==> src/rtl/ex_muldiv_unit.sv <==
// ex_muldiv_unit: iterative radix-2 multiply/divide with architectural HI/LO registers and pipeline stall
module ex_muldiv_unit #(
   parameter int WIDTH = 32
) (
   input  logic             clk,
   input  logic             reset,
   input  logic             start,
   input  logic [1:0]       op,
   input  logic [WIDTH-1:0] operand_a,
   input  logic [WIDTH-1:0] operand_b,
   input  logic             hi_we,
   input  logic             lo_we,
   input  logic [WIDTH-1:0] wdata,
   input  logic             abort,
   output logic             stall,
   output logic [WIDTH-1:0] hi,
   output logic [WIDTH-1:0] lo,
   output logic             done,
   output logic             div_by_zero
);
   localparam int CW = $clog2(WIDTH);
   typedef enum logic [1:0] {IDLE, CALC, FIX, DONE} state_t;
   state_t state, state_nx;
   logic [1:0] op_r;
   logic sa_r, sb_r, dbz_r;
   logic [WIDTH-1:0] m_r, abs_a, abs_b, quo_fix, rem_fix;
   logic [2*WIDTH-1:0] acc, step, prod;
   logic [CW-1:0] cnt;
   logic [WIDTH:0] sum, trial;
   logic accept, b_zero;
   assign accept = state == IDLE & start & ~abort;
   assign b_zero = op[1] & (operand_b == '0);
   assign abs_a = (~op[0] & operand_a[WIDTH-1]) ? -operand_a : operand_a;
   assign abs_b = (~op[0] & operand_b[WIDTH-1]) ? -operand_b : operand_b;
   // acc holds {partial product, multiplier} for MUL and {remainder, dividend/quotient} for DIV
   assign sum = {1'b0, acc[2*WIDTH-1:WIDTH]} + (acc[0] ? {1'b0, m_r} : '0);
   assign trial = acc[2*WIDTH-1:WIDTH-1] - {1'b0, m_r};
   assign step = op_r[1] ? (trial[WIDTH] ? {acc[2*WIDTH-2:0], 1'b0} : {trial[WIDTH-1:0], acc[WIDTH-2:0], 1'b1})
                         : {sum, acc[WIDTH-1:1]};
   assign prod = (~op_r[0] & (sa_r ^ sb_r)) ? -acc : acc;
   assign quo_fix = (~op_r[0] & (sa_r ^ sb_r)) ? -acc[WIDTH-1:0] : acc[WIDTH-1:0];
   assign rem_fix = (~op_r[0] & sa_r) ? -acc[2*WIDTH-1:WIDTH] : acc[2*WIDTH-1:WIDTH];
   assign done = state == DONE;
   assign div_by_zero = done & dbz_r;
   always_comb begin
      state_nx = state;
      stall = (state == IDLE & start) | state == CALC | state == FIX;
      if (abort) state_nx = IDLE;
      else
         case (state)
            IDLE:    if (start) state_nx = b_zero ? DONE : CALC;
            CALC:    if (cnt == CW'(WIDTH - 1)) state_nx = FIX;
            FIX:     state_nx = DONE;
            default: state_nx = IDLE;
         endcase
   end
   always_ff @(posedge clk or negedge reset)
      if (!reset) state <= IDLE;
      else state <= state_nx;
   always_ff @(posedge clk or negedge reset) begin
      if (!reset) begin
         op_r  <= '0;
         sa_r  <= 1'b0;
         sb_r  <= 1'b0;
         dbz_r <= 1'b0;
         m_r   <= '0;
         acc   <= '0;
         cnt   <= '0;
         hi    <= '0;
         lo    <= '0;
      end else begin
         if (accept) begin
            op_r  <= op;
            sa_r  <= operand_a[WIDTH-1];
            sb_r  <= operand_b[WIDTH-1];
            dbz_r <= b_zero;
            m_r   <= op[1] ? abs_b : abs_a;
            acc   <= {{WIDTH{1'b0}}, op[1] ? abs_a : abs_b};
            cnt   <= '0;
         end else if (state == CALC) begin
            acc <= step;
            cnt <= cnt + 1'b1;
         end
         if (state == FIX & ~abort) {hi, lo} <= op_r[1] ? {rem_fix, quo_fix} : prod;
         // start has priority over MTHI/MTLO in IDLE
         if (((state == IDLE & ~start) | state == DONE) & ~abort) begin
            if (hi_we) hi <= wdata;
            if (lo_we) lo <= wdata;
         end
      end
   end
endmodule

==> config.mk <==
export PLATFORM = sky130hd
export DESIGN_NAME = ex_muldiv_unit
export DESIGN_NICKNAME = d
export VERILOG_FILES = /design/src/rtl/ex_muldiv_unit.sv
export SDC_FILE = /design/constraint.sdc
export NUM_CORES = 1
export LEC_CHECK = 0
export CAP_MARGIN = 5
export CORE_ASPECT_RATIO = 0.75
export CORE_MARGIN = 3
export CORE_UTILIZATION = 49
export CTS_BUF_LIST = sky130_fd_sc_hd__clkbuf_4 sky130_fd_sc_hd__clkbuf_8 sky130_fd_sc_hd__clkbuf_16
export CTS_CLUSTER_DIAMETER = 40
export DETAILED_ROUTE_END_ITERATION = 6
export DONT_BUFFER_PORTS = 1
export PLACE_DENSITY_LB_ADDON = 0.2
export SKIP_LAST_GASP = 1
export SLEW_MARGIN = 10
export SYNTH_ARGS = -nofsm -noshare
export SYNTH_HDL_FRONTEND = slang
export SYNTH_SLANG_ARGS = --single-unit
==> constraint.sdc <==
create_clock -name clk -period 4 [get_ports clk]
set_clock_uncertainty 0.1 [all_clocks]
set_input_delay 0.2 -clock clk [delete_from_list [all_inputs] [get_ports clk]]
set_output_delay 0.2 -clock clk [all_outputs]
set_load 0.1 [all_outputs]
==> metrics.cfg <==
[floorplan]
row_count=55
dieArea_um2=33400
initial_core_util_pct=50.2
ios=171
fp.dieW_um=210
core-area_um2=30500
die_h_um=159

[flow_run]
drv_cap=0

[worst_setup_path]
crit_type=register to register
start_kind=register
r2r_slack_ns=0.06
endpoint_kind=register
crit_arrival_ns=4.20
worst_ep_required_time_ns=4.26
crit_fanout=18

[clock_network]
cts_inserted_buffers=17
clkLatencyLatePin_ns=0.46
cts_tree=built
postCtsHoldBufs=54
cts_buffer_depth=2
path_clk_slew_ns=0.08
cts_sinks=172
cts-root-buf=clkbuf_16
cts.htree.levels=4

[timing]
tightest_slew_ns=0.990
rsz0062_at_grt=yes
clock.fmax_ghz=0.254
setup_viol=0
hold_viol_final=172
final.setup.tns_ns=0
relSlewSlack_pct=34.0
hold_slack_ns=-0.675
report.final.slew_viol_count=0
finalCritPeriodShare_pct=98.5
finalCriticalPeriod_ns=3.94
setup_ws_ns=0.0609

[placement]
portBuffers=0
dp_hpwl_mm=44.3
dp_slack_ns=0.130
gp_congestion=1.05
placement.cell_area_um2=15800

[final_layout]
design_area_um2=17000
multi_input_area_um2=10300
drive_above_1_share_pct=5.99
final_nets=2220
areaGrowthSynthToFinish_pct=10.7
fill_cells=2849
register_area_um2=4310

[run_status]
violations=negative hold slack
outcome=complete, but fails checks

[detailed_routing]
wl_mm=57.6
drt_pre_antenna_iters=6
drt_iter0_drc=1915
via_per_inst=6.42
drcViolationCount=0
postRouteAntennaNets=0
vias=15700
wl_per_cell_um=23.5

[yosys]
yosys-top-cells-area=dfrtp_1, o21ai_0, nand2_1
synth_seq_cells=172
synth_edf_count=0
yosys.area.top_type=dfrtp_1
synth-seq-area-share_pct=28.1
ys.flop_type=dfrtp_1
synth_cell_types=74
synth.top_cell.area_share_pct=28.1
synth_nets=2219
synthCells=2039
syn_avg_cell_area_um2=7.51
async_reset_ff_share_pct=100
synth_area_um2=15300
yosysWarnings=0

[grt]
antenna_found_initial=2
overflow=0
grt_max_degree=173
grt_pass1_vias=14300
grt_usage_pct=33.4
grt_pass1_wl_mm=86.6

[worst_hold_path]
hold_path.class=input port to async pin

per-layer routing:
| layer | up-vias | routed length (um) | GRT usage (%) | part of all wire [%] |
|---|---|---|---|---|
| met3 | 86 | 7920 | 13.8 | 14 |
| met1 | 7437 | 25700 | 49.1 | 45 |
| met5 | - | 11 | 0 | 0.019 |
| met2 | 915 | 22400 | 44.5 | 39 |
| met4 | 2 | 1570 | 9.37 | 2.7 |
| li1 | 7297 | - | - | - |
flip-flops by register name, indices dropped and copies added, names as in the netlist:
register,cells
lo,32
sb_r,1
dbz_r,1
cnt,5
acc,64
op_r,2
state,2
sa_r,1
hi,32
m_r,32
synth_stat cells, types with 8 or more instances:
master and number:
nor2_1 226, and2_1 11, a211oi_1 15, nand2b_1 14
and3_1 17, a41oi_1 8, or4_1 15, o31ai_1 17
a21oi_1 188, o21a_1 10, nor3_1 49, nor4_1 19
mux2i_1 58, clkbuf_1 115, nand2_1 254, xor2_1 80
buf_1 11, o21ai_0 217, or3_1 10, a21o_1 31
o221ai_1 9, ha_1 74, nor2b_1 22, nand3_1 34
a31oi_1 18, a22oi_1 11, inv_1 62, o211ai_1 55
dfrtp_1 172, nand4_1 12, xnor2_1 90
timing repair:
item,4_1_cts,5_1_grt
setup buffers,0,0
endpoints found under the setup margin,0,19
gates resized for setup,0,5
hold endpoints to repair,302,172
per-stage QoR:
| step | hold slack [ns] | util, % | cells |
|---|---|---|---|
| detailed placement | -0.191 | 51.9 | 2366 |
| floorplan | -0.196 | - | 2039 |
| CTS | -0.683 | 55.6 | 2451 |
| finish | -0.675 | 55.6 | 2452 |
| global route | -0.689 | 55.6 | 2452 |
| global placement | -0.192 | 51.9 | 2366 |
cell usage in the layout (no fill, tap or decap), types with 14 or more instances in the layout:
cell type | Yosys | routed
nand2_1 | 254 | 254
nor2_1 | 226 | 225
o21ai_0 | 217 | 217
a21oi_1 | 188 | 188
dfrtp_1 | 172 | 171
xnor2_1 | 90 | 90
xor2_1 | 80 | 80
ha_1 | 74 | 73
inv_1 | 62 | 61
buf_4 | 0 | 59
mux2i_1 | 58 | 58
o211ai_1 | 55 | 55
dlygate4sd3_1 | 0 | 53
nor3_1 | 49 | 49
nand3_1 | 34 | 34
a21o_1 | 31 | 31
nor2b_1 | 22 | 21
nor4_1 | 19 | 19
a31oi_1 | 18 | 18
o31ai_1 | 17 | 17
and3_1 | 17 | 17
clkbuf_16 | 0 | 17
or4_1 | 15 | 15
a211oi_1 | 15 | 14
cell type report:
class / count / share of cell area (%)
Sequential cell: 172 / 25.4
Inverter: 63 / 1.42
Tap cell: 399 / 2.94
Clock buffer: 18 / 2.59
Timing Repair Buffer: 115 / 6.14
Clock inverter: 13 / 0.789
Multi-Input combinational cell: 1671 / 60.7
Antenna cell: 1 / 0.0148
final timing paths:
check / from / end / cells after the start
worst min-delay path: reset / lo[13] / 0
max in group asynchronous: reset / m_r[3] / 0
worst max-delay path: acc[0] / acc[61] / 13
worst min register to register: m_r[9] / m_r[9] / 2
worst max register to register: acc[0] / acc[61] / 13
min in group clk: op[1] / m_r[12] / 3
cell families (layout without fill, tap and decap cells):
group                    after synthesis  after routing  synth area share [%]
multiplexers                          62             62                  4.08
AND/OR/NAND/NOR                      713            713                  21.1
other                                  0              1                     0
adder cells (fa/ha/maj)               76             76                  6.31
buffers and inverters                196            209                  4.86
flip-flops                           172            172                  28.1
XOR/XNOR                             170            170                  9.72
AO/OA/AOI/OAI                        650            650                  25.8
worst max-delay path, cell delays in order, from the launching register on:
cell,delay (ns)
dfrtp_1,0.43
clkinvlp_4,0.37
buf_4,0.34
nor2_1,0.31
ha_1,0.39
nand2_1,0.09
nor2_1,0.04
a2111oi_0,0.50
buf_4,0.22
a2111oi_2,0.08
o211ai_1,0.24
nand2_1,0.14
o41a_1,0.32
a211oi_1,0.26
Power is left out: the tool's default activity adds up to more than one toggle a clock period on the data nets, which glitch-free logic cannot reach.
